### config.mk
export PLATFORM = sky130hd
export DESIGN_NAME = adc_scan_sequencer
export DESIGN_NICKNAME = d
export VERILOG_FILES = /design/src/rtl/adc_seq_pkg.sv /design/src/rtl/adc_seq_fifo.sv /design/src/rtl/adc_scan_sequencer.sv
export SDC_FILE = /design/constraint.sdc
export NUM_CORES = 1
export LEC_CHECK = 0
export CORE_MARGIN = 2
export CORE_UTILIZATION = 43
export CTS_CLUSTER_DIAMETER = 200
export DETAILED_ROUTE_END_ITERATION = 7
export PLACE_DENSITY = 0.62
export SYNTH_ARGS = -nofsm -noshare
export SYNTH_HDL_FRONTEND = slang
export SYNTH_SLANG_ARGS = --single-unit
### constraint.sdc
create_clock -name HCLK -period 6 [get_ports HCLK]
set_input_delay 1.2 -clock HCLK [delete_from_list [all_inputs] [get_ports HCLK]]
set_output_delay 1.2 -clock HCLK [all_outputs]
set_load 0.1 [all_outputs]
### src/rtl/adc_seq_pkg.sv
// rtl/adc_seq_pkg.sv - shared types, defaults and helpers for the ADC scan sequencer
// Purpose: FSM state encoding, default geometry, FIFO entry width and the
//          find-next-set-bit helper used to walk the channel mask.
// Ports:   none (package)
package adc_seq_pkg;

  typedef enum logic [2:0] {
    IDLE     = 3'd0,
    SELECT   = 3'd1,
    SETTLE   = 3'd2,
    CONVERT  = 3'd3,
    WAIT_EOC = 3'd4
  } seq_state_e;

  localparam int NCH_DEF      = 8;
  localparam int DW_DEF       = 10;
  localparam int DEPTH_DEF    = 8;
  localparam int SETTLE_W_DEF = 8;
  localparam int EOC_TMO_DEF  = 1024;
  localparam int ENTRY_W      = $clog2(NCH_DEF) + DW_DEF;

  // Index of the lowest set bit at or above 'from', or -1 when there is none.
  function automatic int find_next_set(input logic [31:0] mask, input int from);
    int r;
    r = -1;
    for (int i = 31; i >= 0; i--) begin
      if (i >= from && mask[i]) r = i;
    end
    return r;
  endfunction

endpackage

### src/rtl/adc_seq_fifo.sv
// rtl/adc_seq_fifo.sv - synchronous show-ahead result FIFO
// Purpose: stores {channel, result} samples; head entry is visible on data_o.
// Ports:   clk_i/rst_ni clock and async active-low reset; push_i/data_i write;
//          pop_i read; data_o head entry (0 when empty); level_o entries held;
//          full_o/empty_o status.
module adc_seq_fifo #(
  parameter int W     = 13,
  parameter int DEPTH = 8,
  localparam int AW   = $clog2(DEPTH),
  localparam int LW   = AW + 1
) (
  input  logic          clk_i,
  input  logic          rst_ni,
  input  logic          push_i,
  input  logic [W-1:0]  data_i,
  input  logic          pop_i,
  output logic [W-1:0]  data_o,
  output logic [LW-1:0] level_o,
  output logic          full_o,
  output logic          empty_o
);

  logic [W-1:0]  mem_q [DEPTH];
  logic [AW-1:0] wr_ptr_q, rd_ptr_q;
  logic [LW-1:0] level_q;
  logic          do_push, do_pop;

  assign empty_o = (level_q == '0);
  assign full_o  = (level_q == LW'(DEPTH));
  assign level_o = level_q;
  assign data_o  = empty_o ? '0 : mem_q[rd_ptr_q];

  // A pop frees the head slot in the same cycle, so a full FIFO still takes a push.
  assign do_pop  = pop_i && !empty_o;
  assign do_push = push_i && (!full_o || do_pop);

  always_ff @(posedge clk_i or negedge rst_ni) begin
    if (!rst_ni) begin
      wr_ptr_q <= '0;
      rd_ptr_q <= '0;
      level_q  <= '0;
    end else begin
      if (do_push) wr_ptr_q <= wr_ptr_q + AW'(1);
      if (do_pop)  rd_ptr_q <= rd_ptr_q + AW'(1);
      case ({do_push, do_pop})
        2'b10:   level_q <= level_q + LW'(1);
        2'b01:   level_q <= level_q - LW'(1);
        default: level_q <= level_q;
      endcase
    end
  end

  always_ff @(posedge clk_i) begin
    if (do_push) mem_q[wr_ptr_q] <= data_i;
  end

endmodule

### src/rtl/adc_scan_sequencer.sv
// rtl/adc_scan_sequencer.sv - autonomous SAR ADC channel scan controller
// Purpose: walks enabled mux channels, settles, fires SOC, captures results.
// Ports:   HCLK/HRESETn clock and async active-low reset; en/trig/cont/ch_mask/
//          settle scan control; adc_mux_sel/adc_soc/adc_eoc/adc_data ADC side;
//          fifo_rd/fifo_dout/fifo_level/fifo_empty result FIFO; err_clr/ovf/tmo
//          sticky errors; busy and scan_done status.
module adc_scan_sequencer
  import adc_seq_pkg::*;
#(
  parameter int NCH      = NCH_DEF,
  parameter int DW       = DW_DEF,
  parameter int DEPTH    = DEPTH_DEF,
  parameter int SETTLE_W = SETTLE_W_DEF,
  parameter int EOC_TMO  = EOC_TMO_DEF,
  localparam int CH_W    = $clog2(NCH),
  localparam int EW      = CH_W + DW,
  localparam int LW      = $clog2(DEPTH) + 1,
  localparam int TMO_W   = $clog2(EOC_TMO)
) (
  input  logic                HCLK,
  input  logic                HRESETn,
  input  logic                en,
  input  logic                trig,
  input  logic                cont,
  input  logic [NCH-1:0]      ch_mask,
  input  logic [SETTLE_W-1:0] settle,
  output logic [CH_W-1:0]     adc_mux_sel,
  output logic                adc_soc,
  input  logic                adc_eoc,
  input  logic [DW-1:0]       adc_data,
  input  logic                fifo_rd,
  output logic [EW-1:0]       fifo_dout,
  output logic [LW-1:0]       fifo_level,
  output logic                fifo_empty,
  input  logic                err_clr,
  output logic                ovf,
  output logic                tmo,
  output logic                busy,
  output logic                scan_done
);

  seq_state_e          state_q;
  logic [NCH-1:0]      scan_mask_q;
  logic [SETTLE_W-1:0] settle_lat_q, settle_cnt_q;
  logic [TMO_W-1:0]    tmo_cnt_q;
  logic [CH_W-1:0]     ch_q, mux_sel_q;
  logic                soc_q, done_q, ovf_q, tmo_q;

  int                  nxt_i, low_i;
  logic                push, drop, tmo_hit, fifo_full, conv_end;
  logic                start_ok, rescan_ok;

  always_comb begin
    nxt_i     = find_next_set(32'(scan_mask_q), int'(ch_q) + 1);
    low_i     = find_next_set(32'(ch_mask), 0);
    push      = (state_q == WAIT_EOC) && adc_eoc;
    tmo_hit   = (state_q == WAIT_EOC) && !adc_eoc && (tmo_cnt_q == TMO_W'(EOC_TMO - 1));
    conv_end  = push || tmo_hit;
    drop      = push && fifo_full && !fifo_rd;
    start_ok  = en && (trig || cont) && (ch_mask != '0);
    rescan_ok = cont && (ch_mask != '0);
  end

  always_ff @(posedge HCLK or negedge HRESETn) begin
    if (!HRESETn) begin
      state_q      <= IDLE;
      scan_mask_q  <= '0;
      settle_lat_q <= '0;
      settle_cnt_q <= '0;
      tmo_cnt_q    <= '0;
      ch_q         <= '0;
      mux_sel_q    <= '0;
      soc_q        <= 1'b0;
      done_q       <= 1'b0;
    end else begin
      soc_q  <= 1'b0;
      done_q <= 1'b0;
      case (state_q)
        IDLE: begin
          if (start_ok) begin
            scan_mask_q  <= ch_mask;
            settle_lat_q <= settle;
            ch_q         <= CH_W'(low_i);
            state_q      <= SELECT;
          end
        end
        SELECT: begin
          mux_sel_q    <= ch_q;
          settle_cnt_q <= settle_lat_q;
          state_q      <= SETTLE;
        end
        SETTLE: begin
          if (settle_cnt_q == '0) begin
            soc_q   <= 1'b1;
            state_q <= CONVERT;
          end else begin
            settle_cnt_q <= settle_cnt_q - SETTLE_W'(1);
          end
        end
        CONVERT: begin
          tmo_cnt_q <= '0;
          state_q   <= WAIT_EOC;
        end
        WAIT_EOC: begin
          if (conv_end) begin
            // Dropping en finishes only the conversion in flight; no done pulse.
            if (!en) begin
              state_q <= IDLE;
            end else if (nxt_i >= 0) begin
              ch_q    <= CH_W'(nxt_i);
              state_q <= SELECT;
            end else begin
              done_q <= 1'b1;
              if (rescan_ok) begin
                scan_mask_q  <= ch_mask;
                settle_lat_q <= settle;
                ch_q         <= CH_W'(low_i);
                state_q      <= SELECT;
              end else begin
                state_q <= IDLE;
              end
            end
          end else begin
            tmo_cnt_q <= tmo_cnt_q + TMO_W'(1);
          end
        end
        default: state_q <= IDLE;
      endcase
    end
  end

  // Sticky error flags: a same-cycle event beats err_clr.
  always_ff @(posedge HCLK or negedge HRESETn) begin
    if (!HRESETn) begin
      ovf_q <= 1'b0;
      tmo_q <= 1'b0;
    end else begin
      if (drop)         ovf_q <= 1'b1;
      else if (err_clr) ovf_q <= 1'b0;
      if (tmo_hit)      tmo_q <= 1'b1;
      else if (err_clr) tmo_q <= 1'b0;
    end
  end

  adc_seq_fifo #(
    .W     (EW),
    .DEPTH (DEPTH)
  ) u_fifo (
    .clk_i   (HCLK),
    .rst_ni  (HRESETn),
    .push_i  (push),
    .data_i  ({ch_q, adc_data}),
    .pop_i   (fifo_rd),
    .data_o  (fifo_dout),
    .level_o (fifo_level),
    .full_o  (fifo_full),
    .empty_o (fifo_empty)
  );

  assign adc_mux_sel = mux_sel_q;
  assign adc_soc     = soc_q;
  assign scan_done   = done_q;
  assign ovf         = ovf_q;
  assign tmo         = tmo_q;
  assign busy        = (state_q != IDLE);

endmodule

# Word-level counts from Yosys, hierarchy flattened
# Memories as Yosys holds them, arrays and structs flattened.
# Index checks and enable logic that the tools add are counted.
classes:
  add_sub_neg: 7
  multipliers: 0
  div_mod_pow: 0
  magnitude_cmp: 9
  n_eq_ne: 17
  shift: 0
  n_mux: 57
  bitwise: 0
  reduce_logical: 41
op_table:
  columns: ["operator", "n"]
  rows:
  - ["2-to-1 mux 32 bit", 8]
  - ["2-to-1 mux 8 bit", 11]
  - ["case mux 8 bit (2 select lines)", 3]
  - ["2-to-1 mux 3 bit", 15]
  - [">= comparator 32 x 1 -> 1 bit (second input constant)", 1]
  - ["case mux 10 bit (2 select lines)", 1]
  - ["logical AND 1 bit", 18]
  - [">= comparator 3 x 4 -> 1 bit (first input constant)", 4]
  - ["!= test 2 bit (second input constant)", 8]
  - ["case mux 3 bit (5 select lines)", 1]
  - ["2-to-1 mux 1 bit", 14]
  - ["2-to-1 mux 13 bit", 1]
  - ["nonzero test 2 bit", 6]
  - ["adder 10 x 1 -> 10 bit (second input constant)", 1]
  - ["equality test 10 bit (second input constant)", 1]
  - ["2-to-1 mux 10 bit", 1]
  - [">= comparator 1 x 4 -> 1 bit (first input constant)", 2]
  - [">= comparator 2 x 4 -> 1 bit (first input constant)", 2]
  - ["logical NOT 8 bit", 1]
  - ["case mux 4 bit (2 select lines)", 1]
  - ["nonzero test 8 bit", 1]
  - ["subtractor 8 x 1 -> 8 bit (second input constant)", 1]
  - ["adder 3 x 1 -> 3 bit (second input constant)", 2]
  - ["equality test 3 x 2 -> 1 bit (second input constant)", 2]
  - ["other kinds (19)", 25]
word_totals:
  register_bits: 57
  latchBits: 0
  ramBits: 104
  mem_bits_ro: 0
  input_bits: 34
  out_inout_bits: 26
  elab_cells: 146
  n_memories: 1
memory_table:
  columns: ["name", "words", "width", "rd", "rd_ports_with_merged_regs", "wr", "line_no", "text"]
  rows:
  - ["u_fifo.mem_q", 8, 13, 1, 0, 1, "adc_seq_fifo.sv:23", "logic [W-1:0] mem_q [DEPTH];"]

# Logic depth before layout (Yosys ltp)
logic_depth:
  word_depth: 16
  ltp_mapped: 12
  ltp_nobuf: 11

# By module
# A second synthesis with hierarchy kept.
unflattened:
  cells_unflattened: 497
  hier_area_um2: 7245.7
modules_own_cells:
  columns: ["module", "instances", "cells_each", "area_per_inst_um2", "seq_area_each_um2"]
  rows:
  - ["adc_seq_fifo", 1, 232, 4620.7, 3373.2]
  - ["adc_scan_sequencer", 1, 265, 2625.0, 1176.1]

# Worst setup path after synthesis
# Ideal clock, no wire load.
synth_timing:
  kind: "reg-to-output"
  start: "register u_fifo.level_q[0], in the netlist u_fifo.level_o[0]"
  end: "output port fifo_dout[10]"
  arrival_ps: 3414
  required_time_ps: 4800
  slack_ps: 1386
  stages_incl_launch_ff: 4
  path_buffers: 1
  cell_sequence: "dfrtp_1 > nor4_1 > clkbuf_1 > nor2_1"
synth_via:
  elab_chain_len: 2
synth_rtl:
  columns: ["element", "line_no", "text"]
  rows:
  - ["start, declared", "adc_seq_fifo.sv:25", "logic [LW-1:0] level_q;"]
  - ["start signal, assigned", "adc_seq_fifo.sv:46", "2'b10: level_q <= level_q + LW'(1);"]
  - ["start signal, assigned", "adc_seq_fifo.sv:47", "2'b01: level_q <= level_q - LW'(1);"]
  - ["start signal, assigned", "adc_seq_fifo.sv:48", "default: level_q <= level_q;"]
  - ["logical NOT 4 bit", "adc_seq_fifo.sv:28", "assign empty_o = (level_q == '0);"]
  - ["via fifo_empty", "adc_scan_sequencer.sv:34", "output logic fifo_empty,"]
  - ["2-to-1 mux 13 bit", "adc_seq_fifo.sv:31", "assign data_o = empty_o ? '0 : mem_q[rd_ptr_q];"]
  - ["end, declared", "adc_scan_sequencer.sv:32", "output logic [EW-1:0] fifo_dout,"]
# The timed path passes the listed nets, and every way through them passes these cells.

# Final worst setup path
layout_timing:
  start: "register u_fifo.rd_ptr_q[1]"
  end: "output port fifo_dout[9]"
layout_via:
  elab_chain_len: 2
layout_rtl:
  columns: ["element", "line_no", "text"]
  rows:
  - ["start, declared", "adc_seq_fifo.sv:24", "logic [AW-1:0] wr_ptr_q, rd_ptr_q;"]
  - ["start signal, assigned", "adc_seq_fifo.sv:44", "if (do_pop) rd_ptr_q <= rd_ptr_q + AW'(1);"]
  - ["memory read (8 x 13 bit)", null, null]
  - ["2-to-1 mux 13 bit", "adc_seq_fifo.sv:31", null]
# No other way between the ends.

==> flow_summary.ini <==
[cts]
ctsHoldBuffers = 0
numClockSinks = 161
clk_latency_ps = 430
cts-root-buf = clkbuf_16
cts_resized = 0
post-cts-setup-buffer-count = 0
cts_tree = built
clockBufferDepth = 2
htreeDepth = 4
cts_made_buffers = 17
clk_pin_slew_worst_paths_ps = 60

[power_and_ir_drop]
p_seq_share_pct = 33.7
peakVddDrop_mv = 0.407
swShare_pct = 42.6
comb_power_share_pct = 44.4
p_int_mw = 2.75
p_per_area_nw_per_um2 = 556
p_leak_nw = 3.19
p_clk_share_pct = 21.9
p_switching_mw = 2.04

[setup_path]
crit_path_end_kind = output pin
cp.arrival_ps = 3230
cp_max_fo = 21
cpPeakStageDelay_ps = 1140
cp_cell_sequence = buf_4 -> mux4_2 -> mux2i_1 -> nor2_1 -> clkdlybuf4s50_1
crit_slowest_cell = clkdlybuf4s50_1
crit_path_start_kind = flop
cp.required_ps = 4800
crit_type = flop to output pin

[yosys]
synth_cell_type_count = 63
ys.flop_type = edfxtp_1
synthTopCellsByArea = edfxtp_1 (44%), dfrtp_1 (20%), mux4_2 (8.2%)
yosysSeqAreaShare_pct = 63.6
synthCells = 495
synth-edff-count = 104
async_reset_ff_share_pct = 35.4
syn_nets = 540
syn_area_sq_um = 7150
synth_top_area_cell = edfxtp_1
yosysTopAreaCellShare_pct = 43.7
synth_warnings = 0
avgSynthCellArea_sq_um = 14.5
synth_seq_cells = 161

[floorplan]
dieArea_sq_um = 17700
fp.coreArea_sq_um = 16400
die_h_um = 133
die_width_um = 133
io_pins = 60
start_util_pct = 43.6
row_count = 47

[timing]
setup_viol_count_final = 0
rsz0062_at_grt = false
drv_slew = 0
hold_viol = 0
setup-tns-final_ps = 0
max_freq_mhz = 225
fin_crit_ps = 4430
slew-limit-headroom_pct = 30.8
fin_ws_ps = 1570
worst_pin_slew_ps = 1030
fin_worst_skew_ps = 8.75
finalCritPeriodShare_pct = 73.9

[route]
firstDrtPassIters = 5
drcViolationCount = 0
routed_wl_um = 14100
vias_per_cell = 5.40
via_count = 4319
routedWlPerCell_um = 17.7
drt_iter0_drc = 235
final_antenna_net_count = 0

[global_routing]
antenna_found_initial = 0
grt_max_degree = 58
grt_pass1_vias = 4339
overflow = 0
grt_pass1_wl_um = 23000
track_usage_pct = 17.2

[flow_run]
cap_violations = 0

[cells_and_area]
design_area_sq_um = 8600
drive_above_1_share_pct = 17.2
final_common_cell = edfxtp_1
mostFrequentLayoutCells = edfxtp_1 (104), clkdlybuf4s50_1 (58), dfrtp_1 (57), nor2_1 (48), nand2_1 (27)
n_antenna_cell = 0
fin_util_pct = 52.4
stdcell_count = 800
fin_nets = 612
synthToLayoutAreaGrowth_pct = 20.3

[min_path]
hold_path.class = flop to flop

[placed_design]
dp_hpwl_um = 9530
dp.cells = 768
gp_congestion = 0.816
io_buffers = 59
place_ws_ps = 1850
place_area_sq_um = 8030

[status]
status = complete, no violations
-- per-stage QoR --
step / hold WS (ps) / power [mW]
finish: 514 / 4.78
detailed placement: 496 / 3.78
global placement: 483 / 3.73
CTS: 517 / 4.83
floorplan: 458 / 3.31
global route: 537 / 5.03
-- metal layers --
layer,part of all wire (%),global-route usage [%]
met5,0,0
met4,1.2,4.84
met3,3.6,4.75
met2,51,29.0
met1,44,21.9
-- path summary, 6_finish.rpt --
| path | start | end | slack [ps] | depth (start not counted) |
|---|---|---|---|---|
| max reg2reg | ch_q[1]$_DFFE_PN0P_ | scan_mask_q[4]$_DFFE_PN0P_ | 2400 | 7 |
| min | settle_lat_q[4]$_DFFE_PN0P_ | settle_lat_q[4]$_DFFE_PN0P_ | 510 | 1 |
| min in group asynchronous | HRESETn | tmo_cnt_q[9]$_DFFE_PN0P_ | 920 | 2 |
| max in group asynchronous | HRESETn | scan_mask_q[5]$_DFFE_PN0P_ | 4610 | 2 |
| min reg2reg | settle_lat_q[4]$_DFFE_PN0P_ | settle_lat_q[4]$_DFFE_PN0P_ | 510 | 1 |
| max | u_fifo.rd_ptr_q[1]$_DFFE_PN0P_ | fifo_dout[9] | 1570 | 5 |
-- critical path: cells and delay by family (launching register included) --
| kind | cells | cell delay (ps) |
|---|---|---|
| buffers and inverters | 2 | 1450 |
| multiplexers | 2 | 280 |
| AND/OR/NAND/NOR | 1 | 130 |
| flip-flops | 1 | 940 |
-- cells in the mapped netlist (2+ instances only) --
cell,n
inv_1,17
nand4_1,4
mux2i_1,13
nor3b_1,6
o31ai_1,7
edfxtp_1,104
dfrtp_1,57
or4_1,2
xnor2_1,7
nand3b_1,2
nor4_1,2
o21ai_1,2
a21oi_1,23
and3_1,4
nor2_1,48
mux2_4,10
nor3_1,10
xor2_1,9
mux2_2,8
nand2_1,27
clkbuf_1,13
or3_1,2
o32ai_1,2
ha_1,10
and2_1,2
nand2b_1,5
or2_2,3
a31oi_1,2
o21ai_0,22
nand3_1,8
buf_2,5
mux4_2,26
mux2_1,3
-- area by class of cell --
cell class / instances / area [sq um]
Clock inverter: 12 / 131
Clock buffer: 20 / 437
Inverter: 17 / 63.8
Sequential cell: 161 / 4550
Multi-Input combinational cell: 296 / 2450
Timing Repair Buffer: 74 / 698
Tap cell: 220 / 275
Fill cell: 1308 / 7800
-- kinds of logic (layout without fill, tap and decap cells) --
kind of cell,Yosys count,count (layout),synth area share (%)
AND/OR/NAND/NOR,133,133,9.18
flip-flops,161,161,63.6
XOR/XNOR,16,16,1.96
AO/OA/AOI/OAI,76,76,6.98
buffers and inverters,38,123,2.41
multiplexers,60,60,13.8
adder cells (fa/ha/maj),11,11,2.03
-- state kept, by name, indices dropped and copies added, names as in the netlist, 3 cells and up --
| name | cells |
|---|---|
| state_q | 3 |
| u_fifo.mem_q | 104 |
| scan_mask_q | 8 |
| tmo_cnt_q | 10 |
| settle_cnt_q | 8 |
| u_fifo.rd_ptr_q | 3 |
| settle_lat_q | 8 |
| ch_q | 3 |
| adc_mux_sel | 3 |
| u_fifo.level_o | 4 |
| u_fifo.wr_ptr_q | 3 |
-- power by group through the flow --
stage | Clock (mW) | Sequential (mW) | Combinational, mW
after floorplan | 0 | 1.64 | 1.66
after global placement | 0 | 1.63 | 2.10
after detailed placement | 0 | 1.64 | 2.14
final | 1.05 | 1.61 | 2.13
after global routing | 1.11 | 1.65 | 2.27
after CTS | 1.07 | 1.62 | 2.15
No activity file was read; power rests on OpenSTA's default activity.
